$ cat src/rtl/timer_irq_ctrl.sv
`default_nettype none
// ============================================================================
// Module   : timer_irq_ctrl
// Purpose  : Machine-timer interrupt controller. Holds a staged/committed
//            64-bit compare value, compares it against the core cycle counter
//            through a two-stage pipeline and drives the pending flag and the
//            machine timer interrupt line. A two-write commit (CMPL then CMPH)
//            keeps a half-updated compare from raising a spurious interrupt.
// Revision : 1.0 - initial release
// ----------------------------------------------------------------------------
// Ports:
//   clk            core clock
//   reset_         asynchronous active-low reset
//   cycle_in       64-bit free-running cycle count from the core
//   address_in     bus address, only [3:2] decoded
//   sel_in         block selected this cycle
//   read_in        read strobe (reads have no side effects)
//   read_value_out combinational read data, 0 when not selected
//   write_mask_in  byte enables; any set bit with sel_in makes a write
//   write_value_in write data
//   irq_out        machine timer interrupt to the core
// Register map (address_in[3:2]):
//   00 CMPL  staged low word   (R/W, byte-masked)
//   01 CMPH  staged high word  (R/W, byte-masked, write commits compare)
//   10 CTRL  [0] IE, [1] PENDING (W1C), [3:2] state (RO)
//   11 reserved (reads 0, writes ignored)
// Configuration:
//   TIMER_IRQ_ONESHOT_EN  defined   -> first match moves to FIRED, one-shot
//                         undefined -> level mode, standard mtimecmp semantics
// ============================================================================
module timer_irq_ctrl (
    input  logic        clk,
    input  logic        reset_,
    input  logic [63:0] cycle_in,
    input  logic [31:0] address_in,
    input  logic        sel_in,
    input  logic        read_in,
    output logic [31:0] read_value_out,
    input  logic [3:0]  write_mask_in,
    input  logic [31:0] write_value_in,
    output logic        irq_out
);

    typedef enum logic [1:0] {
        ST_DISARMED = 2'd0,
        ST_STAGED   = 2'd1,
        ST_ARMED    = 2'd2,
        ST_FIRED    = 2'd3
    } state_t;

    localparam logic [1:0] c_ADDR_CMPL = 2'd0;
    localparam logic [1:0] c_ADDR_CMPH = 2'd1;
    localparam logic [1:0] c_ADDR_CTRL = 2'd2;

    state_t      r_state;
    logic [31:0] r_cmpl;
    logic [31:0] r_cmph;
    logic [63:0] r_cmp;
    logic        r_ie;
    logic        r_pending;
    logic        r_s1_valid;
    logic        r_hi_gt;
    logic        r_hi_eq;
    logic        r_lo_ge;
    logic        r_match;

    logic        w_write;
    logic        w_wr_cmpl;
    logic        w_wr_cmph;
    logic        w_wr_ctrl;
    logic        w_w1c;
    logic        w_cmp_live;
    logic [31:0] w_cmpl_merged;
    logic [31:0] w_cmph_merged;
    logic        w_unused;

    // Reads have no side effects and only [3:2] of the address is decoded.
    assign w_unused = &{1'b0, read_in, address_in[31:4], address_in[1:0]};

    function automatic logic [31:0] merge_bytes(input logic [31:0] old_v,
                                                input logic [31:0] new_v,
                                                input logic [3:0]  mask);
        logic [31:0] res;
        for (int i = 0; i < 4; i++) begin
            res[i*8 +: 8] = mask[i] ? new_v[i*8 +: 8] : old_v[i*8 +: 8];
        end
        return res;
    endfunction

    assign w_write       = sel_in && (|write_mask_in);
    assign w_wr_cmpl     = w_write && (address_in[3:2] == c_ADDR_CMPL);
    assign w_wr_cmph     = w_write && (address_in[3:2] == c_ADDR_CMPH);
    assign w_wr_ctrl     = w_write && (address_in[3:2] == c_ADDR_CTRL);
    assign w_w1c         = w_wr_ctrl && write_mask_in[0] && write_value_in[1];
    assign w_cmpl_merged = merge_bytes(r_cmpl, write_value_in, write_mask_in);
    assign w_cmph_merged = merge_bytes(r_cmph, write_value_in, write_mask_in);

    // The compare pipeline only carries valid data while ARMED and no compare
    // register is being touched; anything else flushes both stages so compare
    // restarts from freshly sampled values.
    assign w_cmp_live = (r_state == ST_ARMED) && !w_wr_cmpl && !w_wr_cmph;

    always_ff @(posedge clk or negedge reset_) begin
        if (!reset_) begin
            r_state    <= ST_DISARMED;
            r_cmpl     <= 32'hFFFF_FFFF;
            r_cmph     <= 32'hFFFF_FFFF;
            r_cmp      <= 64'hFFFF_FFFF_FFFF_FFFF;
            r_ie       <= 1'b0;
            r_pending  <= 1'b0;
            r_s1_valid <= 1'b0;
            r_hi_gt    <= 1'b0;
            r_hi_eq    <= 1'b0;
            r_lo_ge    <= 1'b0;
            r_match    <= 1'b0;
        end else begin
            if (w_wr_cmpl) begin
                r_cmpl <= w_cmpl_merged;
            end
            if (w_wr_cmph) begin
                r_cmph <= w_cmph_merged;
                r_cmp  <= {w_cmph_merged, r_cmpl};
            end
            if (w_wr_ctrl && write_mask_in[0]) begin
                r_ie <= write_value_in[0];
            end

            // Stage 1: split 64-bit compare into word-level flags.
            r_hi_gt    <= cycle_in[63:32] >  r_cmp[63:32];
            r_hi_eq    <= cycle_in[63:32] == r_cmp[63:32];
            r_lo_ge    <= cycle_in[31:0]  >= r_cmp[31:0];
            r_s1_valid <= w_cmp_live;

            // Stage 2: combine into the 64-bit unsigned >= result.
            r_match <= w_cmp_live && r_s1_valid &&
                       (r_hi_gt || (r_hi_eq && r_lo_ge));

`ifdef TIMER_IRQ_ONESHOT_EN
            // One-shot: a trailing match after FIRED must not re-set, and a
            // software clear beats a coincident match.
            if (w_w1c) begin
                r_pending <= 1'b0;
            end else if (r_match && (r_state == ST_ARMED)) begin
                r_pending <= 1'b1;
            end
`else
            // Level: a live match keeps PENDING set even against a clear.
            if (r_match) begin
                r_pending <= 1'b1;
            end else if (w_w1c) begin
                r_pending <= 1'b0;
            end
`endif

            if (w_wr_cmpl) begin
                r_state <= ST_STAGED;
            end else if (w_wr_cmph) begin
                r_state <= ST_ARMED;
`ifdef TIMER_IRQ_ONESHOT_EN
            end else if ((r_state == ST_ARMED) && r_match) begin
                r_state <= ST_FIRED;
`endif
            end
        end
    end

    always_comb begin
        read_value_out = 32'h0;
        if (sel_in) begin
            case (address_in[3:2])
                c_ADDR_CMPL: read_value_out = r_cmpl;
                c_ADDR_CMPH: read_value_out = r_cmph;
                c_ADDR_CTRL: read_value_out = {28'h0, r_state, r_pending, r_ie};
                default:     read_value_out = 32'h0;
            endcase
        end
    end

    assign irq_out = r_pending && r_ie;

endmodule
`default_nettype wire

$ cat config.mk
export PLATFORM = sky130hd
export DESIGN_NAME = timer_irq_ctrl
export DESIGN_NICKNAME = d
export VERILOG_FILES = /design/src/rtl/timer_irq_ctrl.sv
export SDC_FILE = /design/constraint.sdc
export NUM_CORES = 1
export LEC_CHECK = 0
export ABC_CLOCK_PERIOD_IN_PS = 5270
export CAP_MARGIN = 20
export CORE_MARGIN = 4
export CORE_UTILIZATION = 50
export DETAILED_ROUTE_END_ITERATION = 7
export DONT_BUFFER_PORTS = 1
export PLACE_DENSITY_LB_ADDON = 0.3
export REMOVE_ABC_BUFFERS = 1
export SETUP_SLACK_MARGIN = 0.3
export SLEW_MARGIN = 30
export SYNTH_ARGS = -nofsm -noshare
export SYNTH_HDL_FRONTEND = slang
export SYNTH_SLANG_ARGS = --single-unit
$ cat constraint.sdc
create_clock -name clk -period 5.27 [get_ports clk]
set_input_delay 0.7905 -clock clk [delete_from_list [all_inputs] [get_ports clk]]
set_output_delay 0.7905 -clock clk [all_outputs]
set_load 0.05 [all_outputs]
==> results.json, run 1 <==
{
  "status": "finished, final reports clean",
  "hold_path.class": "in2async",
  "die_w_um": 120,
  "cts_made_buffers": 9,
  "finalCritPeriodShare_pct": 52.7,
  "post-place-cells": 725,
  "num_rows": 40,
  "clock-root-buffer": "clkbuf_16",
  "slowest_stage": "nor2_1",
  "path_buf_inv": 1,
  "slew_headroom_pct": 37.8,
  "clock-skew-final_ns": 0.00528,
  "setup_viol": 0,
  "crit_arrival_ns": 1.99,
  "synthFlopType": "dfstp_2",
  "path_cells": "nand2b_1 -> buf_4 -> nor2_1",
  "die-area_um2": 14500,
  "firstDrtPassIters": 4,
  "final_antenna_net_count": 0,
  "synth_edf_count": 0,
  "via_per_inst": 5.56,
  "yosysWarnings": 0,
  "ir_drop_mv": 0.203,
  "n_antenna_cell": 0,
  "drv_slew": 0,
  "cts_tree": "done",
  "worstSetupPathType": "in2out",
  "dieHeight_um": 120,
  "synthToLayoutAreaGrowth_pct": 5.99,
  "drc": 0,
  "worst_pin_slew_ns": 0.929,
  "cts_sinks": 105,
  "rr_worst_depth": 7,
  "num-fill-cells": 1071,
  "globalplace.congestion": 0.847,
  "finalSetupTns_ns": 0,
  "grt_pass1_wl_um": 22300,
  "clk_pin_slew_ns": 0.06,
  "synthArstFlopShare_pct": 100,
  "dr_total_vias": 4113,
  "start_util_pct": 51.8,
  "required_ns": 4.48,
  "grt_setup_unrepaired": "false",
  "ff_latch_area_um2": 2750,
  "ys_ff_latch": 105,
  "wl_um": 14100,
  "grt_util_all_layers_pct": 19.8,
  "port_buffers": 0,
  "whs_ns": 0.156,
  "fin_crit_ns": 2.78,
  "total_leakage_power_nw": 3.02,
  "multi_input_area_um2": 3170,
  "synth_area_leaders": "dfstp_2 40%, ha_1 13%, mux2_4 9.5%",
  "cp-end-kind": "primary output",
  "layout_setup_ws_ns": 2.49,
  "fin_nets": 768,
  "core_um2": 12200,
  "rrSetupSlack_ns": 2.83,
  "antenna_found_initial": 0,
  "post_cts_buffers": 0,
  "placed_cell_area_um2": 6390,
  "grt_max_degree": 106,
  "p_per_area_nw_per_um2": 391,
  "path_delay_family": "simple AND/OR/NAND/NOR gates",
  "syn_area_um2": 6300,
  "grt_pass1_vias": 4293,
  "ctsResizeCount": 0,
  "cp_max_fo": 28,
  "clk_latency_ns": 0.34,
  "io_pins": 169,
  "yosys.area.top_type": "dfstp_2",
  "yosysUniqueCellTypes": 42,
  "synth_common_cells": "96 x dfstp_2, 68 x inv_1, 64 x ha_1, 47 x nand2_1, 43 x o21ai_0",
  "crit_path_max_incr_delay_ns": 0.76,
  "wl_per_cell_um": 19.0,
  "cap_violations": 0,
  "drive_above_1_share_pct": 32.2,
  "avgSynthCellArea_um2": 11.0,
  "hold_viol_final": 0,
  "place_ws_ns": 2.40,
  "fin_area_um2": 6680,
  "stdcell_count": 740,
  "dp_hpwl_um": 10400,
  "drt_iter0_drc": 176,
  "fmax_mhz": 360,
  "syn_inst": 575,
  "synth_top_area_share_pct": 40.0,
  "synth_most_common_cell": "dfstp_2",
  "seq_area_frac_synth_pct": 43.6,
  "r2r-start": "r_cmp[19]",
  "r2r_end": "r_lo_ge",
  "grt.overflow.total": 0,
  "clock_path_buffers": 2,
  "hold_buffers": 0,
  "htree_levels": 3,
  "start_kind": "input pin"
}
[report_power, final]
| part | switching (W) | internal (W) |
|---|---|---|
| Combinational | 0.000391 | 0.000331 |
| Clock | 0.000280 | 0.000371 |
| Sequential | 0.000114 | 0.00112 |
[per-stage QoR]
step | power [W] | util [%]
2_1_floorplan | 0.00181 | -
3_3_place_gp | 0.00193 | 52.5
3_5_place_dp | 0.00198 | 52.5
4_1_cts | 0.00264 | 54.9
5_1_grt | 0.00279 | 54.9
6_report | 0.00261 | 54.9
[cells in the final DEF, fill, tap and decap left out, drive strengths merged, types with 2 or more instances in the layout]
| master | instances |
|---|---|
| a2111oi | 3 |
| a21o | 6 |
| a21oi | 26 |
| a221o | 2 |
| and2 | 5 |
| and3 | 5 |
| and4 | 2 |
| clkbuf | 14 |
| dfrtp | 9 |
| dfstp | 96 |
| ha | 64 |
| inv | 69 |
| mux2 | 66 |
| mux2i | 32 |
| nand2 | 51 |
| nand2b | 2 |
| nand3 | 13 |
| nand4 | 12 |
| nor2 | 32 |
| nor2b | 3 |
| nor4 | 3 |
| nor4b | 2 |
| o21ai | 43 |
| or2 | 2 |
[worst max path at each step]
stage / cells after the start / slack, ns / start / endpoint
3_3_place_gp: 5 / 2.42 / address_in[3] / r_cmph[20]
5_1_grt: 3 / 2.44 / address_in[3] / read_value_out[23]
2_1_floorplan: 2 / 2.42 / address_in[3] / read_value_out[10]
6_report: 3 / 2.49 / address_in[3] / read_value_out[20]
3_5_place_dp: 5 / 2.40 / address_in[3] / r_cmph[30]
4_1_cts: 3 / 2.47 / address_in[3] / read_value_out[7]
[cells by family after synthesis]
kind of cell	after synthesis	share of synthesized area, %
AOI/OAI and AO/OA	86	7.72
adders and majority gates	64	12.7
buffers and inverters	88	6.21
DFF	105	43.6
muxes	98	19.2
and+or+nand+nor	134	10.5
[layer usage]
layer	vias up	GRT usage, %	routed length (um)
met1	2042	25.1	6050
met2	89	33.3	6990
met3	12	5.61	833
met5	-	0	0
li1	1970	-	-
met4	0	5.31	178
[sequential cells by signal, summed over array words and instances (netlist names)]
register	count
r_match	1
r_cmp	32
r_hi_gt	1
r_pending	1
r_hi_eq	1
r_cmpl	32
r_cmph	32
r_s1_valid	1
r_lo_ge	1
r_state	2
r_ie	1
[layout make-up]
cell class / count / area share [%]
clock buffer: 14 / 4.25
sequential: 105 / 41.1
timing repair buffer: 1 / 0.112
clock inverter: 1 / 0.131
tap: 168 / 3.15
inverter: 69 / 3.88
multi-input combinational: 382 / 47.4
Note: power is estimated with default switching activity, not from simulation.
==> run 2: changes to the inputs <==
--- a/config.mk
+++ b/config.mk
@@ -5,7 +5,7 @@
 export SDC_FILE = /design/constraint.sdc
 export NUM_CORES = 1
 export LEC_CHECK = 0
-export ABC_CLOCK_PERIOD_IN_PS = 5270
+export ABC_CLOCK_PERIOD_IN_PS = 2700
 export CAP_MARGIN = 20
 export CORE_MARGIN = 4
 export CORE_UTILIZATION = 50
==> constraint.sdc (replaced) <==
create_clock -name clk -period 2.7 [get_ports clk]
set_input_delay 0.405 -clock clk [delete_from_list [all_inputs] [get_ports clk]]
set_output_delay 0.405 -clock clk [all_outputs]
set_load 0.05 [all_outputs]
==> results.json, run 2 (synthesis results as in run 1) <==
{
  "p_int_w": 0.00359,
  "finalSetupTns_ns": 0,
  "power.switching_w": 0.00157,
  "worstSetupPathType": "reg2reg",
  "total_leakage_power_nw": 3.18,
  "fin_nets": 799,
  "grt.overflow.total": 0,
  "netSwitchingFraction_pct": 30.4,
  "dp_hpwl_um": 10800,
  "finalCritPeriodShare_pct": 82.8,
  "clk_pin_slew_ns": 0.07,
  "layout_setup_ws_ns": 0.465,
  "wl_per_cell_um": 18.6,
  "drc": 0,
  "final_antenna_net_count": 0,
  "drive_above_1_share_pct": 36.0,
  "power_frac_seq_pct": 46.9,
  "crit_start": "r_cmp[17]",
  "wl_um": 14400,
  "grt_util_all_layers_pct": 20.7,
  "required_ns": 2.90,
  "setup_viol": 0,
  "post-route-util_pct": 56.9,
  "clk_latency_ns": 0.34,
  "synthToLayoutAreaGrowth_pct": 9.74,
  "slew_headroom_pct": 58.9,
  "layout_commonest_cell": "dfstp_2",
  "htree_levels": 3,
  "p_per_area_nw_per_um2": 746,
  "cap_violations": 0,
  "cts_made_buffers": 9,
  "crit_arrival_ns": 2.44,
  "fin_area_um2": 6920,
  "firstDrtPassIters": 6,
  "clock-skew-final_ns": 0.00639,
  "num_rows": 40,
  "rrSetupSlack_ns": 0.47,
  "grt_pass1_vias": 4511,
  "cts_sinks": 105,
  "hold_path.class": "in2async",
  "clock_path_buffers": 2,
  "core_um2": 12200,
  "worst_pin_slew_ns": 0.616,
  "n_antenna_cell": 0,
  "clock-root-buffer": "clkbuf_16",
  "drv_slew": 0,
  "clockPowerShare_pct": 24.5,
  "grt_max_degree": 106,
  "cp-end-kind": "flip-flop",
  "r2r-start": "r_cmp[17]",
  "dieHeight_um": 120,
  "start_util_pct": 51.8,
  "fmax_mhz": 447,
  "ir_drop_mv": 0.448,
  "grt_setup_unrepaired": "false",
  "cts_tree": "done",
  "dr_total_vias": 4240,
  "mostFrequentLayoutCells": "96 x dfstp_2, 68 x inv_1, 64 x ha_1",
  "io_pins": 169,
  "via_per_inst": 5.50,
  "grt_pass1_wl_um": 23500,
  "status": "finished, violations left",
  "hold_viol_final": 105,
  "port_buffers": 0,
  "whs_ns": -0.231,
  "reg_top3": "r_cmp x32, r_cmph x32, r_cmpl x32",
  "globalplace.congestion": 0.838,
  "placed_cell_area_um2": 6620,
  "fin_crit_ns": 2.23,
  "start_kind": "flip-flop",
  "cp_max_fo": 2,
  "die-area_um2": 14500,
  "die_w_um": 120,
  "antenna_found_initial": 0,
  "num-fill-cells": 1061,
  "place_ws_ns": 0.251,
  "violations": "negative hold slack",
  "combPwrFrac_pct": 28.6,
  "drt_iter0_drc": 178
}
-- run 2: changes by cell type in the layout (fill, tap and decap cells not counted) --
cell / change
a2111oi_0: -2
buf_4: +31
clkinvlp_4: +1
nor4_2: +1
clkinv_4: -1
clkbuf_8: -1
nor4_1: -1
a2111oi_2: +1
clkinv_2: +1
a2111oi_1: +1
-- run 2: final timing paths --
| check | to | cells past startpoint |
|---|---|---|
| worst min register to register | r_pending | 1 |
| min in group clk | r_state[0] | 1 |
| max in group asynchronous | r_cmp[8] | 0 |
| worst max-delay path | r_lo_ge | 7 |
| worst min-delay path | r_ie | 0 |
| worst max register to register | r_lo_ge | 7 |
-- run 2: area by class of cell --
cell class	count	area, um^2	share of cell area, %
clock inverters	2	12.5	0.181
flip-flops and latches	105	2750	39.7
repair buffers	32	240	3.47
multi-input cells	382	3180	45.9
clock buffers	13	270	3.91
inverters	69	259	3.74
well taps	168	210	3.04
-- run 2: critical path: stages (launching register included) --
cell and delay (ns):
dfstp_2 0.52, inv_1 0.04, ha_1 0.29, a21oi_1 0.15, o21ai_0 0.13, a221o_1 0.40
a2111oi_2 0.43, o21ai_0 0.14
-- run 2: stage by stage --
step                      instances  power (W)
after floorplan                 556    0.00353
after global placement          756    0.00383
after detailed placement        756    0.00392
after CTS                       771    0.00522
after global routing            771    0.00552
final                           771    0.00516
-- run 2: routing by layer --
layer,share of wire [%],up-vias,global-route usage (%)
li1,-,2035,-
met1,42,2084,25.7
met2,49,100,34.6
met3,6.3,21,5.75
met4,2.2,0,7.86
met5,0,-,0
-- run 2: timing repair --
action                                  in CTS  in global routing
endpoints found under the setup margin       1                  2
buffers inserted                             0                  0
hold endpoints to repair                   105                105
resized for setup                            1                  3
-- run 2: power groups by stage --
stage / Sequential [W] / Clock (W) / Combinational (W)
after global placement: 0.00242 / 0 / 0.00141
after global routing: 0.00248 / 0.00137 / 0.00168
after floorplan: 0.00236 / 0 / 0.00117
after detailed placement: 0.00244 / 0 / 0.00148
final: 0.00242 / 0.00127 / 0.00148
after CTS: 0.00242 / 0.00131 / 0.00149
